### config.mk
export PLATFORM = sky130hd
export DESIGN_NAME = rsdec_berl_ctrl_flat
export DESIGN_NICKNAME = d
export VERILOG_FILES = /design/src/rtl/rsdec_berl_ctrl_if.sv /design/src/rtl/rsdec_berl_ctrl.sv /design/src/flat_wrapper.sv
export SDC_FILE = /design/constraint.sdc
export NUM_CORES = 1
export LEC_CHECK = 0
export BUFFER_PORTS_ARGS = -buffer_cell sky130_fd_sc_hd__buf_4
export CORE_UTILIZATION = 50
export DETAILED_ROUTE_END_ITERATION = 7
export GPL_TIMING_DRIVEN = 1
export PLACE_DENSITY = 0.68
export SYNTH_ARGS = -nofsm -noshare
export SYNTH_HDL_FRONTEND = slang
export SYNTH_SLANG_ARGS = --single-unit
### constraint.sdc
create_clock -name clk -period 4.96 [get_ports clk]
set_input_delay 0 -clock clk [delete_from_list [all_inputs] [get_ports clk]]
set_output_delay 0 -clock clk [all_outputs]
set_load 0.01 [all_outputs]
### src/rtl/rsdec_berl_ctrl_if.sv
// ----------------------------------------------------------------------------
// rsdec_berl_ctrl_if
//
// Purpose:
//   Handshake bundle between the Berlekamp sequencer and its neighbours.
//   The syndrome stage upstream raises start (with syn_zero), and the
//   Chien/Forney stage downstream watches done and returns ack.
//
// Signals:
//   start     syndromes valid (upstream -> sequencer)
//   syn_zero  all syndromes zero, qualified by start (upstream -> sequencer)
//   ack       result accepted (downstream -> sequencer)
//   busy      sequencer not idle (sequencer -> neighbours)
//   done      coefficients valid, datapath frozen (sequencer -> downstream)
//
// Modports:
//   master    environment side: drives start/syn_zero/ack
//   slave     sequencer side: drives busy/done
// ----------------------------------------------------------------------------
interface rsdec_berl_ctrl_if;
    logic start;
    logic syn_zero;
    logic ack;
    logic busy;
    logic done;

    modport master (
        output start,
        output syn_zero,
        output ack,
        input  busy,
        input  done
    );

    modport slave (
        input  start,
        input  syn_zero,
        input  ack,
        output busy,
        output done
    );
endinterface

### src/rtl/rsdec_berl_ctrl.sv
// ----------------------------------------------------------------------------
// rsdec_berl_ctrl
//
// Purpose:
//   Sequencer for the Berlekamp key-equation datapath (rsdec_berl) of the
//   RS(255,223) decoder. Each of the NITER iterations takes NSLOT cycles:
//   one phase0 slot (discrepancy compute) followed by 32 shift slots, the
//   last of which is flagged by phase32. While an iteration runs, the
//   discrepancy D latched by the datapath is inverted serially over
//   GF(2^8) (x^8+x^4+x^3+x^2+1) as D^254 and presented on DI from slot 15
//   onward, ready for the next iteration's phase0.
//
// Ports:
//   clk      clock
//   clrn     asynchronous active-low reset
//   bus      handshake interface (slave): start, syn_zero, ack in;
//            busy, done out
//   D        discrepancy from the datapath
//   DI       D^-1 to the datapath
//   count    iteration index 0..NITER-1 (6'h3F while holding)
//   phase0   slot 0 of an iteration
//   phase32  slot 32 of an iteration
//   enable   low = datapath initialise
//
// Build option:
//   RSDEC_BERL_CTRL_SKIP_EN  when defined, a start with syn_zero=1 bypasses
//                            the iterations and goes straight to HOLD with
//                            the datapath left at its initial values.
// ----------------------------------------------------------------------------
module rsdec_berl_ctrl #(
    parameter int NITER = 32
) (
    input  logic                 clk,
    input  logic                 clrn,
    rsdec_berl_ctrl_if.slave     bus,
    input  logic [7:0]           D,
    output logic [7:0]           DI,
    output logic [5:0]           count,
    output logic                 phase0,
    output logic                 phase32,
    output logic                 enable
);

    localparam int NSLOT = NITER + 1;

    localparam logic [5:0] SLOT_LAST  = 6'(NSLOT - 1);
    localparam logic [5:0] SLOT_PRE   = 6'(NSLOT - 2);
    localparam logic [5:0] COUNT_LAST = 6'(NITER - 1);
    localparam logic [5:0] COUNT_HOLD = 6'h3F;

    typedef enum logic [1:0] {
        ST_IDLE,
        ST_RUN,
        ST_SKIP,
        ST_HOLD
    } state_t;

    state_t     state;
    logic [5:0] slot;
    logic       busy;
    logic       done;

    logic [7:0] dq;
    logic [7:0] acc;
    logic [7:0] prod;
    logic [7:0] mul_b;

    assign bus.busy = busy;
    assign bus.done = done;

`ifndef RSDEC_BERL_CTRL_SKIP_EN
    // syn_zero only matters when the skip path is built in.
    logic unused_syn_zero;
    assign unused_syn_zero = bus.syn_zero;
`endif

    // GF(2^8) multiply, field polynomial 0x11D (same as the datapath).
    function automatic logic [7:0] gf_mul(input logic [7:0] a, input logic [7:0] b);
        logic [7:0] p;
        logic [7:0] x;
        p = 8'h00;
        x = a;
        for (int i = 0; i < 8; i++) begin
            if (b[i]) begin
                p = p ^ x;
            end
            x = {x[6:0], 1'b0} ^ (x[7] ? 8'h1D : 8'h00);
        end
        return p;
    endfunction

    // Sequencer FSM. All datapath controls are registered here so they
    // change cleanly on the clock edge. phase32 is set one slot early
    // (from SLOT_PRE) so that it is high exactly while slot==32. In HOLD the
    // datapath sees phase0=1 with count=3F, which freezes its shift
    // registers and suppresses the L update.
    always_ff @(posedge clk or negedge clrn) begin
        if (!clrn) begin
            state   <= ST_IDLE;
            slot    <= 6'd0;
            count   <= 6'd0;
            phase0  <= 1'b0;
            phase32 <= 1'b0;
            enable  <= 1'b0;
            busy    <= 1'b0;
            done    <= 1'b0;
        end else begin
            case (state)
                ST_IDLE: begin
                    if (bus.start) begin
`ifdef RSDEC_BERL_CTRL_SKIP_EN
                        if (bus.syn_zero) begin
                            // enable stays low for this one cycle so the
                            // datapath settles at lambda=1, omega=1.
                            state <= ST_SKIP;
                            busy  <= 1'b1;
                        end else begin
                            state   <= ST_RUN;
                            slot    <= 6'd0;
                            count   <= 6'd0;
                            phase0  <= 1'b1;
                            phase32 <= 1'b0;
                            enable  <= 1'b1;
                            busy    <= 1'b1;
                        end
`else
                        state   <= ST_RUN;
                        slot    <= 6'd0;
                        count   <= 6'd0;
                        phase0  <= 1'b1;
                        phase32 <= 1'b0;
                        enable  <= 1'b1;
                        busy    <= 1'b1;
`endif
                    end
                end

                ST_RUN: begin
                    if (slot == SLOT_LAST) begin
                        slot    <= 6'd0;
                        phase0  <= 1'b1;
                        phase32 <= 1'b0;
                        if (count == COUNT_LAST) begin
                            state <= ST_HOLD;
                            count <= COUNT_HOLD;
                            done  <= 1'b1;
                        end else begin
                            count <= count + 6'd1;
                        end
                    end else begin
                        slot    <= slot + 6'd1;
                        phase0  <= 1'b0;
                        phase32 <= (slot == SLOT_PRE);
                    end
                end

                ST_SKIP: begin
                    state   <= ST_HOLD;
                    slot    <= 6'd0;
                    count   <= COUNT_HOLD;
                    phase0  <= 1'b1;
                    phase32 <= 1'b0;
                    enable  <= 1'b1;
                    done    <= 1'b1;
                end

                ST_HOLD: begin
                    if (bus.ack) begin
                        state   <= ST_IDLE;
                        slot    <= 6'd0;
                        count   <= 6'd0;
                        phase0  <= 1'b0;
                        phase32 <= 1'b0;
                        enable  <= 1'b0;
                        busy    <= 1'b0;
                        done    <= 1'b0;
                    end
                end

                default: begin
                    state   <= ST_IDLE;
                    slot    <= 6'd0;
                    count   <= 6'd0;
                    phase0  <= 1'b0;
                    phase32 <= 1'b0;
                    enable  <= 1'b0;
                    busy    <= 1'b0;
                    done    <= 1'b0;
                end
            endcase
        end
    end

    // Single shared multiplier. The exponent chain for D^254 alternates
    // square (even slots) and multiply-by-Dq (odd slots):
    //   D^2, D^3, D^6, D^7, ... , D^127, D^254  (13 products, slots 2..14).
    always_comb begin
        mul_b = slot[0] ? dq : acc;
        prod  = gf_mul(acc, mul_b);
    end

    // Serial inverter. D is registered by the datapath at phase0, so it is
    // valid during slot 1 and is captured at the end of that slot. The last
    // product lands directly in DI, making DI change at the start of slot 15
    // and stay put through phase0 of the next iteration. Zero stays zero
    // through the chain, giving DI=0 for D=0. Starting a run reloads DI=1
    // for iteration 0.
    always_ff @(posedge clk or negedge clrn) begin
        if (!clrn) begin
            DI  <= 8'h01;
            dq  <= 8'h00;
            acc <= 8'h00;
        end else if (state == ST_IDLE) begin
            if (bus.start) begin
                DI <= 8'h01;
            end
        end else if (state == ST_RUN) begin
            if (slot == 6'd1) begin
                dq  <= D;
                acc <= D;
            end else if (slot >= 6'd2 && slot <= 6'd13) begin
                acc <= prod;
            end else if (slot == 6'd14) begin
                DI <= prod;
            end
        end
    end

endmodule

### src/flat_wrapper.sv
// flat-port wrapper written by rule: the top's interface ports become plain ports
module rsdec_berl_ctrl_flat 
#(
    parameter int NITER = 32
)
  (clk, clrn, D, DI, count, phase0, phase32, enable, bus_start, bus_syn_zero, bus_ack, bus_busy, bus_done);
  rsdec_berl_ctrl_if bus_i ();
  input  logic clk;
  input  logic clrn;
  input  logic [7:0] D;
  output logic [7:0] DI;
  output logic [5:0] count;
  output logic phase0;
  output logic phase32;
  output logic enable;
  input wire logic [$bits(bus_i.start)-1:0] bus_start;
  input wire logic [$bits(bus_i.syn_zero)-1:0] bus_syn_zero;
  input wire logic [$bits(bus_i.ack)-1:0] bus_ack;
  output wire logic [$bits(bus_i.busy)-1:0] bus_busy;
  output wire logic [$bits(bus_i.done)-1:0] bus_done;
  assign bus_i.start = bus_start;
  assign bus_i.syn_zero = bus_syn_zero;
  assign bus_i.ack = bus_ack;
  assign bus_busy = bus_i.busy;
  assign bus_done = bus_i.done;
  rsdec_berl_ctrl #(.NITER(NITER)) u_core (.clk(clk), .clrn(clrn), .bus(bus_i), .D(D), .DI(DI), .count(count), .phase0(phase0), .phase32(phase32), .enable(enable));
endmodule
== Word level (Yosys, flattened, before mapping) ==
Index checks and enable logic that the tools add are counted.
Operators by class
  add/sub/neg operators: 2
  magnitude comparators: 2
  equal/unequal tests: 14
  multiplexer cells: 48
  bitwise gates (word level): 15
  reduce and logical (&&, ||, !) cells: 17
Operators by type and width (count)
  $mux 8: 17
  $xor 8x8->8: 14
  $pmux 6 s4: 2
  $mux 5: 7
  $mux 6: 5
  $reduce_and 3->1: 5
  $add 6x1->6 const B: 2
  $eq 6x5->1 const B: 2
  $mux 2: 4
  $ne 2x1->1 const B: 4
  $pmux 1 s4: 2
  $pmux 2 s4: 1
  $reduce_and 4->1: 2
  $reduce_bool 2->1: 4
  $mux 1: 7
  $eq 6x1->1 const B: 1
  $eq 6x4->1 const B: 1
  $eq 6x6->1 const B: 1
  $ge 6x2->1 const B: 1
  $le 6x4->1 const B: 1
  $pmux 1 s3: 2
  $reduce_bool 3->1: 2
  $reduce_and 5->1: 1
  $eq 2x2->1 const B: 2
  other kinds (7): 8
Word-level totals
  bits in registers: 43
  input port bits: 13
  output and inout bits: 19
  word-level logic and storage cells: 109

== Depth between registers and ports, before layout ==
  depth in word-level cells: 21
  mapped depth: 10
  gate-level depth less buffers: 9

== Worst setup path after synthesis ==
No wires, ideal clock.
  path type: register -> register
  start: register u_core.acc[5]
  end: register u_core.acc[3]
  library setup time: 0.139 ns
  data arrival time: 1.992 ns
  required time: 4.821 ns
  slack: 2.829 ns
  stages on the path, launching flop included: 9
  buffers on the path: 1
  period minus slack after synthesis: 2.131 ns
  cell sequence: dfrtp_1 buf_12 xnor2_4 xnor2_1 mux2i_1 xnor3_1 xnor2_1 xor2_1 o221ai_1
On the way
  cells in the longest elaborated chain, start to end: 16
  elaborated cells on any way between the ends: 22
  classes of those cells: 10 x mux; 12 x bitwise
Ends and longest elaborated chain
  start: declaration: line rsdec_berl_ctrl.sv:64  | logic [7:0] acc;
  start signal: assignment: line rsdec_berl_ctrl.sv:222  | acc <= prod;
  $xor 8x8->8 (2 in a row): line rsdec_berl_ctrl.sv:87  | x = {x[6:0], 1'b0} ^ (x[7] ? 8'h1D : 8'h00);
  $mux 5: line rsdec_berl_ctrl.sv:87
  $xor 8x8->8: line rsdec_berl_ctrl.sv:87
  $xor 8x8->8: line rsdec_berl_ctrl.sv:85  | p = p ^ x;
  $mux 8: line rsdec_berl_ctrl.sv:84  | if (b[i]) begin
  $xor 8x8->8: line rsdec_berl_ctrl.sv:85
  $mux 8: line rsdec_berl_ctrl.sv:84
  $xor 8x8->8: line rsdec_berl_ctrl.sv:85
  $mux 8: line rsdec_berl_ctrl.sv:84
  $xor 8x8->8: line rsdec_berl_ctrl.sv:85
  $mux 8: line rsdec_berl_ctrl.sv:84
  $xor 8x8->8: line rsdec_berl_ctrl.sv:85
  $mux 8 (*): line rsdec_berl_ctrl.sv:84
  $mux 8 (*): line rsdec_berl_ctrl.sv:221  | end else if (slot >= 6'd2 && slot <= 6'd13) begin
  $mux 8 (*): line rsdec_berl_ctrl.sv:218  | if (slot == 6'd1) begin
Every way passes the cells marked *; elsewhere a longest branch is shown, timed or not. The select of a mux whose other input is x is not followed.
A chain may end at the register's enable or synchronous reset.

== Final worst setup path ==
  start: register u_core.slot[0]
  end: register u_core.DI[0]
On the way
  cells in the longest elaborated chain, start to end: 21
  elaborated cells on any way between the ends: 30
  classes of those cells: 2 x order compare; 4 x eq/ne; 14 x mux; 7 x bitwise; 3 x reduce/logical
Ends and longest elaborated chain
  start: declaration: line rsdec_berl_ctrl.sv:59  | logic [5:0] slot;
  start signal: assignment: line rsdec_berl_ctrl.sv:151  | slot <= slot + 6'd1;
  $mux 8: line rsdec_berl_ctrl.sv:198  | mul_b = slot[0] ? dq : acc;
  $mux 8: line rsdec_berl_ctrl.sv:84
  $xor 8x8->8: line rsdec_berl_ctrl.sv:85
  $mux 8: line rsdec_berl_ctrl.sv:84
  $xor 8x8->8: line rsdec_berl_ctrl.sv:85
  $mux 8: line rsdec_berl_ctrl.sv:84
  $xor 8x8->8: line rsdec_berl_ctrl.sv:85
  $mux 8: line rsdec_berl_ctrl.sv:84
  [... 5 more ...]
  $mux 8: line rsdec_berl_ctrl.sv:84
  $xor 8x8->8: line rsdec_berl_ctrl.sv:85
  $mux 8: line rsdec_berl_ctrl.sv:84
  $mux 8: line rsdec_berl_ctrl.sv:223  | end else if (slot == 6'd14) begin
  $mux 8: line rsdec_berl_ctrl.sv:221
  $mux 8: line rsdec_berl_ctrl.sv:218
  $mux 8: line rsdec_berl_ctrl.sv:217  | end else if (state == ST_RUN) begin
  $mux 8: line rsdec_berl_ctrl.sv:213  | end else if (state == ST_IDLE) begin
  end signal: assignment: line rsdec_berl_ctrl.sv:224  | DI <= prod;
  end: declaration: line rsdec_berl_ctrl.sv:37  | output logic [7:0] DI,
Several ways; a longest one is shown, not always the timed one. The select of a mux whose other input is x is not followed.

==> impl_summary.log <==
[metrics] Synthesis Warnings: 0
[metrics] maximum clock skew at final layout: 9.19 ps
[metrics] FF+latch count, synth: 43
[metrics] main flop type after synthesis: sky130_fd_sc_hd__dfrtp_1
[metrics] total setup violations reported at the end of the flow: 0
[metrics] Detailed Routing Iterations Pass 1: 5
[metrics] post-detailed-route wirelength per cell: 16.4 um
[metrics] Mapped Nets: 493
[metrics] filler cell count in the final layout: 696
[metrics] largest fanout on the critical path: 27
[metrics] Post-Synthesis Cells: 469
[metrics] relative area change from synthesis to final layout: 10.4%
[metrics] Clk Latency, worst-skew pair: 290 ps
[metrics] Starting Density: 51.9%
[metrics] final routed DRC violation total: 0
[metrics] Ant. Diodes: 0
[metrics] final wirelength: 9.64 mm
[metrics] detailed placer's ending HPWL: 6.94 mm
[metrics] Period Utilization, post-route: 67.1%
[metrics] number of library cell types mapped by synthesis: 67
[metrics] antenna violations before repair: 0
[metrics] mean area per synthesized cell: 8.56 um2
[metrics] EDFF count, synth: 0
[metrics] remaining global-route overflow: 0
[metrics] CTS clock-pin slew for the worst setup and hold paths: 90 ps
[metrics] crit path time final: 3330 ps
[metrics] clock tree root buffer cell: sky130_fd_sc_hd__clkbuf_8
[metrics] final antenna-violating net count: 0
[metrics] total negative slack: 0 ps
[metrics] result of the run: finished, final reports clean
[metrics] Global Route Usage Sum: 24.1%
[metrics] final RePlAce weighted congestion: 0.825
[metrics] die area: 8390 um2
[metrics] cell area after synthesis: 4010 um2
[metrics] I/O pin count: 32
[metrics] CTS buffer count: 5
[metrics] Max Slew Vio Count: 0
[metrics] deepest level of the CTS H-tree: 2
[metrics] proportion of register bits with asynchronous set or reset after synthesis: 100%
[metrics] placement row count: 32
[metrics] total via count after detailed routing: 3391
[metrics] critical path arrival: 3520 ps
[metrics] vertical extent of the die: 91.6 um
[metrics] critical path data required time: 5150 ps
[metrics] max-cap violations: 0
[metrics] global-route wire length before repair: 16.2 mm
[metrics] vias in the first global route: 3262
[metrics] number of clock sinks: 43
[metrics] Tightest Pin Transition: 1090 ps
[metrics] most common cell after layout, fill and taps aside: sky130_fd_sc_hd__nand2_1
[metrics] highest-count cells in the layout ignoring fill and taps: sky130_fd_sc_hd__nand2_1, sky130_fd_sc_hd__dfrtp_1, sky130_fd_sc_hd__o21ai_0
[metrics] port bufs: 30
[metrics] remaining max-slew budget at the tightest pin: 26.6%
[metrics] fraction of final layout cells sized beyond drive strength 1: 13.2%
[metrics] width of the chip: 91.6 um
[metrics] via-per-instance ratio: 5.77
[metrics] CTS tree: done
[metrics] post-synthesis sequential area ratio: 26.8%
[metrics] Final nets: 509
[metrics] kind of start point of the critical path: flip-flop
[metrics] maximum root-to-sink buffer count: 2
[metrics] violation count after the first detailed-routing iteration: 153
[metrics] core area: 7730 um2
[metrics] maximum number of pins on one net before global-route repair: 44
[metrics] Hold Fails Final Rpt: 0
[metrics] crit path capture type: flip-flop
[metrics] RSZ-0062 raised after global routing: false
[metrics] critical path type: flip-flop to flip-flop
[metrics] peak clock frequency supported by timing: 300 MHz
[metrics] post-CTS sizing: 0
[metrics] class of the tightest hold or removal check: input port to flip-flop
critical path, stage by stage, from the launching register on:
cell	delay [ps]
sky130_fd_sc_hd__dfrtp_1	960
sky130_fd_sc_hd__inv_1	380
sky130_fd_sc_hd__ha_1	320
sky130_fd_sc_hd__nor4_1	440
sky130_fd_sc_hd__o21ai_0	510
sky130_fd_sc_hd__nand2b_1	400
sky130_fd_sc_hd__nor2_1	160
sky130_fd_sc_hd__a21oi_1	60
path summary, 6_finish.rpt:
| path | startpoint | end | slack (ps) | cells after the start |
|---|---|---|---|---|
| min in group asynchronous | clrn | u_core.slot[5]$_DFFE_PN0P_ | 230 | 2 |
| max in group asynchronous | clrn | u_core.DI[0]$_DFFE_PN1P_ | 4360 | 2 |
| hold reg to reg | u_core.DI[0]$_DFFE_PN1P_ | u_core.DI[0]$_DFFE_PN1P_ | 480 | 2 |
| setup reg to reg | u_core.slot[0]$_DFFE_PN0P_ | u_core.DI[0]$_DFFE_PN1P_ | 1630 | 7 |
| setup / recovery | u_core.slot[0]$_DFFE_PN0P_ | u_core.DI[0]$_DFFE_PN1P_ | 1630 | 7 |
| hold / removal | bus_ack | u_core.bus.done$_DFFE_PN0P_ | 40 | 3 |
stage by stage:
| stage | cells | instance area [um2] | hold slack [ps] | util, % | setup WS (ps) |
|---|---|---|---|---|---|
| global placement | 571 | 4210 | 25.6 | 54.4 | 1780 |
| global route | 588 | 4430 | 41.3 | 57.4 | 1320 |
| floorplan | 469 | 4010 | -296 | - | 2830 |
| detailed placement | 571 | 4210 | 21.6 | 54.4 | 1730 |
| finish | 588 | 4430 | 40.2 | 57.4 | 1630 |
| CTS | 588 | 4430 | 28.4 | 57.4 | 1700 |
synthesized netlist by cell type (2+ instances only):
master,n,area share [%]
sky130_fd_sc_hd__nand2_1,77,7.2
sky130_fd_sc_hd__dfrtp_1,42,26
sky130_fd_sc_hd__o21ai_0,39,4.9
sky130_fd_sc_hd__xnor2_1,35,7.6
sky130_fd_sc_hd__nor2_1,27,2.5
sky130_fd_sc_hd__a21oi_1,19,2.4
sky130_fd_sc_hd__xor2_1,16,3.5
sky130_fd_sc_hd__buf_2,13,1.6
sky130_fd_sc_hd__mux2i_1,13,3.2
sky130_fd_sc_hd__inv_1,12,1.1
sky130_fd_sc_hd__nand3_1,12,1.5
sky130_fd_sc_hd__clkbuf_1,11,1.0
sky130_fd_sc_hd__ha_1,11,3.4
sky130_fd_sc_hd__nor3_1,8,1.0
sky130_fd_sc_hd__o31ai_1,8,1.5
sky130_fd_sc_hd__xnor3_1,8,4.5
sky130_fd_sc_hd__buf_4,7,1.3
sky130_fd_sc_hd__nand2b_1,7,1.1
sky130_fd_sc_hd__nand3b_1,7,1.3
sky130_fd_sc_hd__nor2b_1,7,1.1
sky130_fd_sc_hd__o21ai_1,7,0.87
sky130_fd_sc_hd__o22ai_1,6,0.94
sky130_fd_sc_hd__a21boi_0,5,0.94
sky130_fd_sc_hd__and3_1,5,0.78
sky130_fd_sc_hd__o211ai_1,5,0.94
sky130_fd_sc_hd__a32o_1,4,1.0
sky130_fd_sc_hd__mux2_2,4,1.1
sky130_fd_sc_hd__a21o_1,3,0.56
sky130_fd_sc_hd__a32oi_1,3,0.65
sky130_fd_sc_hd__or2_2,3,0.47
sky130_fd_sc_hd__xnor2_4,3,2.1
sky130_fd_sc_hd__a211oi_1,2,0.37
sky130_fd_sc_hd__a22oi_1,2,0.37
sky130_fd_sc_hd__mux2_1,2,0.56
sky130_fd_sc_hd__o211a_1,2,0.50
sky130_fd_sc_hd__o21a_1,2,0.37
sky130_fd_sc_hd__xnor2_2,2,0.81
cell type report:
class	instances	area [um2]	share of cell area (%)
clock buffer	5	68.8	1.55
clock inverter	3	67.6	1.52
inverter	13	48.8	1.10
multi-input combinational	380	2710	61.0
sequential	43	1080	24.3
tap	102	128	2.88
timing repair buffer	42	338	7.62
registers in the layout (all words and copies together), names as in the netlist:
name,cells
u_core.DI,8
u_core.acc,8
u_core.bus.busy,1
u_core.bus.done,1
u_core.count,6
u_core.dq,8
u_core.enable,1
u_core.phase0,1
u_core.phase32,1
u_core.slot,6
u_core.state,2
layer usage:
| metal | vias up | track usage (%) | share of wire [%] |
|---|---|---|---|
| met5 | - | 0 | 0 |
| met4 | 0 | 6.35 | 0.88 |
| met3 | 7 | 2.76 | 4.0 |
| met2 | 70 | 42.2 | 51 |
| met1 | 1648 | 31.6 | 44 |
| li1 | 1666 | - | - |
kinds of logic (layout without fill, tap and decap cells):
kind of cell	count (synthesis)	after routing	share of synthesized area, %
XOR/XNOR	67	67	20.2
AO/OA/AOI/OAI	120	120	19.5
flip-flops	43	43	26.8
AND/OR/NAND/NOR	161	161	18.5
buffers and inverters	46	63	5.77
adder cells (fa/ha/maj)	11	11	3.43
multiplexers	21	21	5.83
repair_timing:
action                                 4_1_cts  5_1_grt
endpoints found under the hold margin       56        0
hold buffers                                 9        0
buffers inserted                             0        0
Power is left out: the tool's default activity adds up to more than one toggle a clock period on the data nets, which glitch-free logic cannot reach.
